**src/rtl/std_bypass_arbiter_if.sv**
```systemverilog
// Bus bundle between the cache-controller requesters, the bypass arbiter and the
// downstream bypass AXI adapter. The arbiter uses the slave modport; the environment uses master.
interface std_bypass_arbiter_if #(
    parameter int NR_PORTS = 4,
    parameter int ADDR_W   = 64,
    parameter int DATA_W   = 64,
    parameter int ID_W     = 4
);
    // Requester side
    logic [NR_PORTS-1:0]          req_i;
    logic [NR_PORTS*ADDR_W-1:0]   addr_i;
    logic [NR_PORTS*DATA_W-1:0]   wdata_i;
    logic [NR_PORTS-1:0]          we_i;
    logic [NR_PORTS*DATA_W/8-1:0] be_i;
    logic [NR_PORTS*2-1:0]        size_i;
    logic [NR_PORTS-1:0]          gnt_o;
    logic [NR_PORTS-1:0]          valid_o;
    logic [DATA_W-1:0]            rdata_o;

    // Downstream side
    logic                         req_o;
    logic [ADDR_W-1:0]            addr_o;
    logic [DATA_W-1:0]            wdata_o;
    logic                         we_o;
    logic [DATA_W/8-1:0]          be_o;
    logic [1:0]                   size_o;
    logic [ID_W-1:0]              id_o;
    logic                         gnt_i;
    logic                         valid_i;
    logic [DATA_W-1:0]            rdata_i;

    modport master (
        output req_i, addr_i, wdata_i, we_i, be_i, size_i, gnt_i, valid_i, rdata_i,
        input  gnt_o, valid_o, rdata_o, req_o, addr_o, wdata_o, we_o, be_o, size_o, id_o
    );

    modport slave (
        input  req_i, addr_i, wdata_i, we_i, be_i, size_i, gnt_i, valid_i, rdata_i,
        output gnt_o, valid_o, rdata_o, req_o, addr_o, wdata_o, we_o, be_o, size_o, id_o
    );
endinterface

```
**src/rtl/std_bypass_arbiter.sv**
```systemverilog
// Round-robin arbiter for the uncached bypass path, one transaction in flight at a time.
// Define STD_BYPASS_ARB_FIXED_PRIO_EN for fixed lowest-index-wins priority instead.
module std_bypass_arbiter #(
    parameter int NR_PORTS = 4,
    parameter int ADDR_W   = 64,
    parameter int DATA_W   = 64,
    parameter int ID_W     = 4
) (
    input logic                clk_i,
    input logic                rst_ni,
    std_bypass_arbiter_if.slave bus
);

    localparam int IDX_W = $clog2(NR_PORTS);
    localparam int BE_W  = DATA_W / 8;

    typedef enum logic [1:0] {
        ST_IDLE,
        ST_REQ,
        ST_WAIT
    } state_t;

    state_t              state;
    logic [IDX_W-1:0]    rr_ptr;
    logic [IDX_W-1:0]    winner;
    logic                found;
    int                  cand;

    logic                req_p1;
    logic [IDX_W-1:0]    idx_p1;
    logic [ADDR_W-1:0]   addr_p1;
    logic [DATA_W-1:0]   wdata_p1;
    logic                we_p1;
    logic [BE_W-1:0]     be_p1;
    logic [1:0]          size_p1;

    function automatic logic [IDX_W-1:0] wrap_inc(input logic [IDX_W-1:0] v);
        if (int'(v) == NR_PORTS - 1) return '0;
        return v + 1'b1;
    endfunction

    // Scan from rr_ptr upward with wrap; first set request wins.
    always_comb begin
        found  = 1'b0;
        winner = '0;
        cand   = 0;
        for (int i = 0; i < NR_PORTS; i++) begin
            cand = int'(rr_ptr) + i;
            if (cand >= NR_PORTS) cand = cand - NR_PORTS;
            if (!found && bus.req_i[cand]) begin
                found  = 1'b1;
                winner = IDX_W'(cand);
            end
        end
    end

    // Grant and response strobes are combinational so the requester sees them in the same cycle.
    always_comb begin
        bus.gnt_o   = '0;
        bus.valid_o = '0;
        if (state == ST_IDLE && found) bus.gnt_o[winner] = 1'b1;
        if (bus.valid_i && (state == ST_WAIT || (state == ST_REQ && bus.gnt_i)))
            bus.valid_o[idx_p1] = 1'b1;
    end

`ifdef STD_BYPASS_ARB_FIXED_PRIO_EN
    assign rr_ptr = '0;
`else
    always_ff @(posedge clk_i or negedge rst_ni) begin
        if (!rst_ni) begin
            rr_ptr <= '0;
        end else if (state == ST_IDLE && found) begin
            rr_ptr <= wrap_inc(winner);
        end
    end
`endif

    // p0 -> p1: capture winner payload, then hold it until the downstream grant.
    always_ff @(posedge clk_i or negedge rst_ni) begin
        if (!rst_ni) begin
            state    <= ST_IDLE;
            req_p1   <= 1'b0;
            idx_p1   <= '0;
            addr_p1  <= '0;
            wdata_p1 <= '0;
            we_p1    <= 1'b0;
            be_p1    <= '0;
            size_p1  <= '0;
        end else begin
            case (state)
                ST_IDLE: begin
                    if (found) begin
                        idx_p1   <= winner;
                        addr_p1  <= bus.addr_i[int'(winner)*ADDR_W +: ADDR_W];
                        wdata_p1 <= bus.wdata_i[int'(winner)*DATA_W +: DATA_W];
                        we_p1    <= bus.we_i[winner];
                        be_p1    <= bus.be_i[int'(winner)*BE_W +: BE_W];
                        size_p1  <= bus.size_i[int'(winner)*2 +: 2];
                        req_p1   <= 1'b1;
                        state    <= ST_REQ;
                    end
                end
                ST_REQ: begin
                    if (bus.gnt_i) begin
                        req_p1 <= 1'b0;
                        state  <= bus.valid_i ? ST_IDLE : ST_WAIT;
                    end
                end
                ST_WAIT: begin
                    if (bus.valid_i) state <= ST_IDLE;
                end
                default: begin
                    req_p1 <= 1'b0;
                    state  <= ST_IDLE;
                end
            endcase
        end
    end

    assign bus.req_o   = req_p1;
    assign bus.addr_o  = addr_p1;
    assign bus.wdata_o = wdata_p1;
    assign bus.we_o    = we_p1;
    assign bus.be_o    = be_p1;
    assign bus.size_o  = size_p1;
    assign bus.rdata_o = bus.rdata_i;

    always_comb begin
        bus.id_o              = '0;
        bus.id_o[IDX_W-1:0]   = idx_p1;
    end

endmodule
```
**src/flat_wrapper.sv**
```systemverilog
// flat-port wrapper written by rule: the top's interface ports become plain ports
module std_bypass_arbiter_flat 
#(
    parameter int NR_PORTS = 4,
    parameter int ADDR_W   = 64,
    parameter int DATA_W   = 64,
    parameter int ID_W     = 4
)
  (clk_i, rst_ni, bus_req_i, bus_addr_i, bus_wdata_i, bus_we_i, bus_be_i, bus_size_i, bus_gnt_i, bus_valid_i, bus_rdata_i, bus_gnt_o, bus_valid_o, bus_rdata_o, bus_req_o, bus_addr_o, bus_wdata_o, bus_we_o, bus_be_o, bus_size_o, bus_id_o);
  std_bypass_arbiter_if #(.NR_PORTS(NR_PORTS), .ADDR_W(ADDR_W), .DATA_W(DATA_W), .ID_W(ID_W)) bus_i ();
  input logic clk_i;
  input logic rst_ni;
  input wire logic [$bits(bus_i.req_i)-1:0] bus_req_i;
  input wire logic [$bits(bus_i.addr_i)-1:0] bus_addr_i;
  input wire logic [$bits(bus_i.wdata_i)-1:0] bus_wdata_i;
  input wire logic [$bits(bus_i.we_i)-1:0] bus_we_i;
  input wire logic [$bits(bus_i.be_i)-1:0] bus_be_i;
  input wire logic [$bits(bus_i.size_i)-1:0] bus_size_i;
  input wire logic [$bits(bus_i.gnt_i)-1:0] bus_gnt_i;
  input wire logic [$bits(bus_i.valid_i)-1:0] bus_valid_i;
  input wire logic [$bits(bus_i.rdata_i)-1:0] bus_rdata_i;
  output wire logic [$bits(bus_i.gnt_o)-1:0] bus_gnt_o;
  output wire logic [$bits(bus_i.valid_o)-1:0] bus_valid_o;
  output wire logic [$bits(bus_i.rdata_o)-1:0] bus_rdata_o;
  output wire logic [$bits(bus_i.req_o)-1:0] bus_req_o;
  output wire logic [$bits(bus_i.addr_o)-1:0] bus_addr_o;
  output wire logic [$bits(bus_i.wdata_o)-1:0] bus_wdata_o;
  output wire logic [$bits(bus_i.we_o)-1:0] bus_we_o;
  output wire logic [$bits(bus_i.be_o)-1:0] bus_be_o;
  output wire logic [$bits(bus_i.size_o)-1:0] bus_size_o;
  output wire logic [$bits(bus_i.id_o)-1:0] bus_id_o;
  assign bus_i.req_i = bus_req_i;
  assign bus_i.addr_i = bus_addr_i;
  assign bus_i.wdata_i = bus_wdata_i;
  assign bus_i.we_i = bus_we_i;
  assign bus_i.be_i = bus_be_i;
  assign bus_i.size_i = bus_size_i;
  assign bus_i.gnt_i = bus_gnt_i;
  assign bus_i.valid_i = bus_valid_i;
  assign bus_i.rdata_i = bus_rdata_i;
  assign bus_gnt_o = bus_i.gnt_o;
  assign bus_valid_o = bus_i.valid_o;
  assign bus_rdata_o = bus_i.rdata_o;
  assign bus_req_o = bus_i.req_o;
  assign bus_addr_o = bus_i.addr_o;
  assign bus_wdata_o = bus_i.wdata_o;
  assign bus_we_o = bus_i.we_o;
  assign bus_be_o = bus_i.be_o;
  assign bus_size_o = bus_i.size_o;
  assign bus_id_o = bus_i.id_o;
  std_bypass_arbiter #(.NR_PORTS(NR_PORTS), .ADDR_W(ADDR_W), .DATA_W(DATA_W), .ID_W(ID_W)) u_core (.clk_i(clk_i), .rst_ni(rst_ni), .bus(bus_i));
endmodule
```
**config.mk**
```make
export PLATFORM = sky130hd
export DESIGN_NAME = std_bypass_arbiter_flat
export DESIGN_NICKNAME = d
export VERILOG_FILES = /design/src/rtl/std_bypass_arbiter_if.sv /design/src/rtl/std_bypass_arbiter.sv /design/src/flat_wrapper.sv
export SDC_FILE = /design/constraint.sdc
export NUM_CORES = 1
export LEC_CHECK = 0
export ABC_AREA = 0
export CAP_MARGIN = 40
export CELL_PAD_IN_SITES_DETAIL_PLACEMENT = 0
export CELL_PAD_IN_SITES_GLOBAL_PLACEMENT = 2
export CORE_AREA = 2 2 332 334
export DETAILED_ROUTE_END_ITERATION = 8
export DIE_AREA = 0 0 334 336
export GPL_TIMING_DRIVEN = 0
export PLACE_DENSITY = 0.62
export SYNTH_ARGS = -nofsm -noshare
export SYNTH_HDL_FRONTEND = slang
export SYNTH_SLANG_ARGS = --single-unit
```
**constraint.sdc**
```tcl
create_clock -name clk_i -period 2.6 [get_ports clk_i]
set_clock_uncertainty 0.1 [all_clocks]
set_input_delay 0.26 -clock clk_i [delete_from_list [all_inputs] [get_ports clk_i]]
set_output_delay 0.26 -clock clk_i [all_outputs]
set_load 0.01 [all_outputs]
```
======== Word-level counts from Yosys, hierarchy flattened ========
Cells that the tools add are included.
storage, ports and cells
  bits in registers ....................... 146
  latch bits .............................. 0
  RAM bits ................................ 0
  ROM bits ................................ 0
  input bits .............................. 628
  output and inout bits ................... 216
  logic and storage cells ................. 100
  memories ................................ 0
operators by class
  add/subtract/negate cells ............... 8
  multiply operators ...................... 0
  divide/modulo/power cells ............... 0
  $lt $le $gt $ge ......................... 12
  equal/unequal tests ..................... 6
  shift operators ......................... 4
  mux-type cells .......................... 44
  bitwise operators ....................... 1
  reduce and logical (&&, ||, !) cells .... 16
operators by type and width
  kind                                                                    count
  256-bit by 9-bit variable part select with 64-bit output                2
  32-bit by 4-bit < comparator with 1-bit output, second input constant   4
  32-bit two-way mux                                                      4
  32-bit by 4-bit >= comparator with 1-bit output, second input constant  3
  32-bit by 4-bit subtractor with 32-bit output, second input constant    3
  32-bit by 6-bit variable part select with 8-bit output                  1
  2-bit two-way mux                                                       10
  1-bit two-way mux                                                       19
  1-bit binary-select mux with 2-bit select                               5
  1-bit logical AND                                                       8
  4-bit two-way mux                                                       2
  8-bit by 4-bit variable part select with 2-bit output                   1
  2-bit by 2-bit adder with 3-bit output, second input constant           2
  2-bit by 3-bit < comparator with 1-bit output, second input constant    2
  2-bit case mux with 3 select lines                                      1
  3-bit AND reduction                                                     2
  1-bit demux with 2-bit select                                           2
  2-bit by 1-bit == test with 1-bit output, second input constant         2
  2-bit by 1-bit >= comparator with 1-bit output, second input constant   2
  2-bit inequality test, second input constant                            2
  2-bit by 3-bit subtractor with 4-bit output, second input constant      1
  2-bit by 1-bit adder with 3-bit output, second input constant           1
  2-bit by 3-bit >= comparator with 1-bit output, second input constant   1
  1-bit logical NOT                                                       3
  8 further kinds                                                         8

======== Logic depth before layout (Yosys ltp) ========
  depth in word-level cells ............... 20
  gate-level depth with buffers ........... 10
  depth with buffers taken out ............ 7

======== Least setup slack after synthesis ========
Ideal clock, no wire load.
  path kind ............................... reg2out
  start point ............................. reg u_core.rr_ptr[0]
  end point ............................... out bus_gnt_o[3]
  arrival ................................. 1.804 ns
  data required time ...................... 2.240 ns
  path slack .............................. 0.436 ns
  cell stages (with the launch flop) ...... 9
  path buffers ............................ 2
  path through ............................ dfrtp_1 nor2b_1 or4b_4 and2_1 buf_2 clkinv_2 buf_2 ha_1 and2_1
on the way
  longest elaborated chain between the ends .. 20
  elaborated cells between the ends (all ways) .. 48
RTL lines
  item                                                                                    line                      RTL
  from (decl)                                                                             std_bypass_arbiter.sv:24  logic [IDX_W-1:0] rr_ptr;
  from (signal assigned)                                                                  std_bypass_arbiter.sv:73  rr_ptr <= wrap_inc(winner);
  branches (longest 19 deep; another with 32-bit by 4-bit subtractor with 32-bit output)  n/a
  4-bit two-way mux (*)                                                                   std_bypass_arbiter.sv:61  if (state == ST_IDLE && found) bus.gnt_o[winner] = 1'b1;
  to (decl)                                                                               flat_wrapper.sv:22        output wire logic [$bits(bus_i.gnt_o)-1:0] bus_gnt_o;
Every way passes the cells marked *. The select of a mux whose other input is x is not followed.

======== Worst setup path after layout ========
  start point ............................. reg u_core.rr_ptr[0]
  end point ............................... reg u_core.wdata_p1[3] (netlist: u_core.bus.wdata_o[3])
on the way
  longest elaborated chain between the ends .. 16
  elaborated cells between the ends (all ways) .. 43
RTL lines
  item                                                                                    line                      RTL
  branches (longest 16 deep; another with 32-bit by 4-bit subtractor with 32-bit output)  n/a
  to (signal assigned)                                                                    std_bypass_arbiter.sv:95  wdata_p1 <= bus.wdata_i[int'(winner)*DATA_W +: DATA_W];
  to (decl)                                                                               std_bypass_arbiter.sv:32  logic [DATA_W-1:0] wdata_p1;
Several ways; the timed one is not identified. The select of a mux whose other input is x is not followed.
A chain may end at the register's enable or synchronous reset.

==> impl_metrics.ini <==
[outcome]
status = completed

[sta]
hold_ws_ps = 185.6
setup_violations = 0
min_period_ps = 2547
fin_tns_setup_ps = 0
slew_violations = 0
clock.fmax_ghz = 0.3926
hold_viol = 0
slew_headroom_pct = 42.83
tightest_slew_ps = 857.6
period_share_pct = 97.96

[logic_synthesis]
ys.flop_type = dfrtp_1
seq_area_frac_synth_pct = 32.07
syn_area_um2 = 11390
synth_cells = 1251
ys_types = 38
ys_ff_latch = 146
synth_most_common_cell = nand2_1
synth_area_leader_cell = dfrtp_1
synthTopCellsByCount = 149 x nand2_1, 146 x dfrtp_1, 141 x and2_1
synth-edff-count = 0
synthTopCellsByArea = dfrtp_1 32%, a221oi_2 13%, a211oi_1 9.2%, o31ai_1 9.2%, and2_1 7.7%
yosys_warnings = 0
synth.top_cell.area_share_pct = 32.07
async_flop_share_pct = 100.0
avgSynthCellArea_um2 = 9.105

[critical_path]
worstSetupEndpointType = flop
path_class = flop to flop
rrSetupSlack_ps = 50
worst-path-max-fanout = 10
startpoint_type = flop
crit_arrival_ps = 2810
cp.required_ps = 2870

[power]
p_comb_share_pct = 66.2
peakVddDrop_v = 0.0005394
p_clk_share_pct = 14.3
internal_power_w = 0.01120
power_density_nw_per_um2 = 930.7
swShare_pct = 46.70
p_sw_w = 0.009812
p_leak_nw = 8.604
seqPwrFrac_pct = 19.5

[grt]
overflow = 0
grt_util_all_layers_pct = 15.84
antenna_found_initial = 26
grt_max_degree = 79
grt_pass1_vias = 14820
grt_pass1_wl_um = 122700

[drt]
wl_per_cell_um = 25.89
dr.pass1.iters = 5
wl_um = 91510
viasPerCell = 3.919
drtIter0Drc = 671
ant_nets = 0
drcViolationCount = 0
vias = 13860

[cts]
cts_buffer_depth = 2
clkLatencyLatePin_ps = 510
numCtsBuffers = 17
root_buffer = clkbuf_16
cts.sinks = 146
h-tree-depth = 4
cts_tree = built
clk_pin_slew_ps = 80

[die]
floorplan.initialDensity_pct = 10.51
die_w_um = 334
fp.coreArea_um2 = 108400
die_area_um2 = 112200
row_count = 121
dieHeight_um = 336
ios = 844

[layout]
fin_nets = 2725
syn_to_final_growth_pct = 98.19
drive_above_1_share_pct = 17.21
post-route-util_pct = 20.83

[placement]
dpl.hpwl_um = 74300
portBuffers = 777
gp_congestion = 0.8024

[min_path]
min_path_type = input port to async pin

[job]
maxCapViolations = 0
through the flow:
stage	std cells	power [W]	setup WS, ps	instance area (um^2)
2_1_floorplan	1252	0.01003	436.2	11390
3_3_place_gp	3443	0.01718	-6674	20940
3_5_place_dp	3470	0.01754	-1401	21290
4_1_cts	3519	0.02131	-104.7	22440
5_1_grt	3527	0.02228	-0.5185	22560
6_report	3535	0.02101	53.06	22580
layout by cell type, fill, tap and decap left out, types with 3 or more instances in the layout:
| cell type | instances |
|---|---|
| a221oi_1 | 35 |
| a211oi_1 | 135 |
| clkdlybuf4s50_1 | 768 |
| bufinv_16 | 5 |
| a221oi_2 | 95 |
| clkinv_2 | 3 |
| buf_8 | 13 |
| o31ai_1 | 140 |
| clkbuf_4 | 4 |
| nand2_1 | 149 |
| dlymetal6s2s_1 | 3 |
| dfrtp_2 | 3 |
| dfrtp_1 | 143 |
| buf_1 | 6 |
| buf_2 | 16 |
| a221oi_4 | 9 |
| clkbuf_1 | 67 |
| and2_1 | 139 |
| clkbuf_2 | 33 |
| buf_4 | 94 |
| a211oi_2 | 4 |
| diode_2 | 12 |
| buf_6 | 38 |
| clkbuf_16 | 18 |
| and3_1 | 138 |
| nor3_2 | 3 |
cell type report:
class | count | area (um^2)
Buffer | 215 | 1384
Inverter | 3 | 26.28
Multi-Input combinational cell | 882 | 6733
Timing Repair Buffer | 831 | 8341
Antenna cell | 12 | 30.03
Fill cell | 12050 | 85820
Clock inverter | 10 | 181.4
Sequential cell | 146 | 3657
Tap cell | 1414 | 1769
Clock buffer | 22 | 454.2
flip-flops by register name (all words and copies together) (netlist names):
register,cells
u_core.bus.addr_o,64
u_core.bus.be_o,8
u_core.bus.req_o,1
u_core.bus.size_o,2
u_core.bus.wdata_o,64
u_core.bus.we_o,1
u_core.idx_p1,2
u_core.rr_ptr,2
u_core.state,2
cells by family (layout without fill, tap and decap cells):
family	Yosys count	after routing	synth area share [%]
multiplexers	1	1	0.08788
adder cells (fa/ha/maj)	1	1	0.1098
AO/OA/AOI/OAI	427	427	35.17
other	1	14	0.03292
flip-flops	146	146	32.07
AND/OR/NAND/NOR	451	451	21.50
buffers and inverters	224	1081	11.03
path summary, 6_finish.rpt:
check                                      start               endpoint  cells after the start
setup reg to reg                u_core.rr_ptr[0]  u_core.bus.wdata_o[3]                      7
hold / removal                            rst_ni  u_core.bus.wdata_o[6]                      2
setup / recovery                u_core.rr_ptr[0]  u_core.bus.wdata_o[3]                      7
max in group asynchronous                 rst_ni   u_core.bus.addr_o[0]                      3
min in group clk_i                  bus_req_i[1]       u_core.idx_p1[0]                      5
hold reg to reg            u_core.bus.addr_o[51]  u_core.bus.addr_o[51]                      2
routing by layer:
metal | vias to the layer above | GRT usage (%) | wire (um)
met4 | 18 | 4.016 | 1560
met2 | 612 | 27.16 | 44880
met3 | 75 | 5.727 | 7658
met5 | - | 0 | 118
met1 | 6708 | 18.65 | 37300
li1 | 6442 | - | -
worst max-delay path, cell delays in order, from the launching register on:
cell and delay (ps):
dfrtp_1 410, nor2b_4 60, or4b_4 510, clkbuf_4 330, buf_2 300, and3_1 210
a211oi_1 360, o31ai_1 110
repair_timing:
action | CTS | global route
pin swaps | 10 | 5
gates resized for setup | 109 | 57
setup buffers | 19 | 5
setup endpoints to repair | 150 | 120
endpoints found under the hold margin | 68 | 0
hold buffers | 1 | 0
power by group through the flow:
stage                     logic, W  registers [W]  clock network [W]
final                       0.0139        0.00410            0.00299
after global routing        0.0149        0.00424            0.00317
after CTS                   0.0141        0.00411            0.00313
after detailed placement    0.0134        0.00411                  0
after global placement      0.0131        0.00409                  0
after floorplan            0.00552        0.00450                  0
Note: power is estimated with default switching activity, not from simulation.
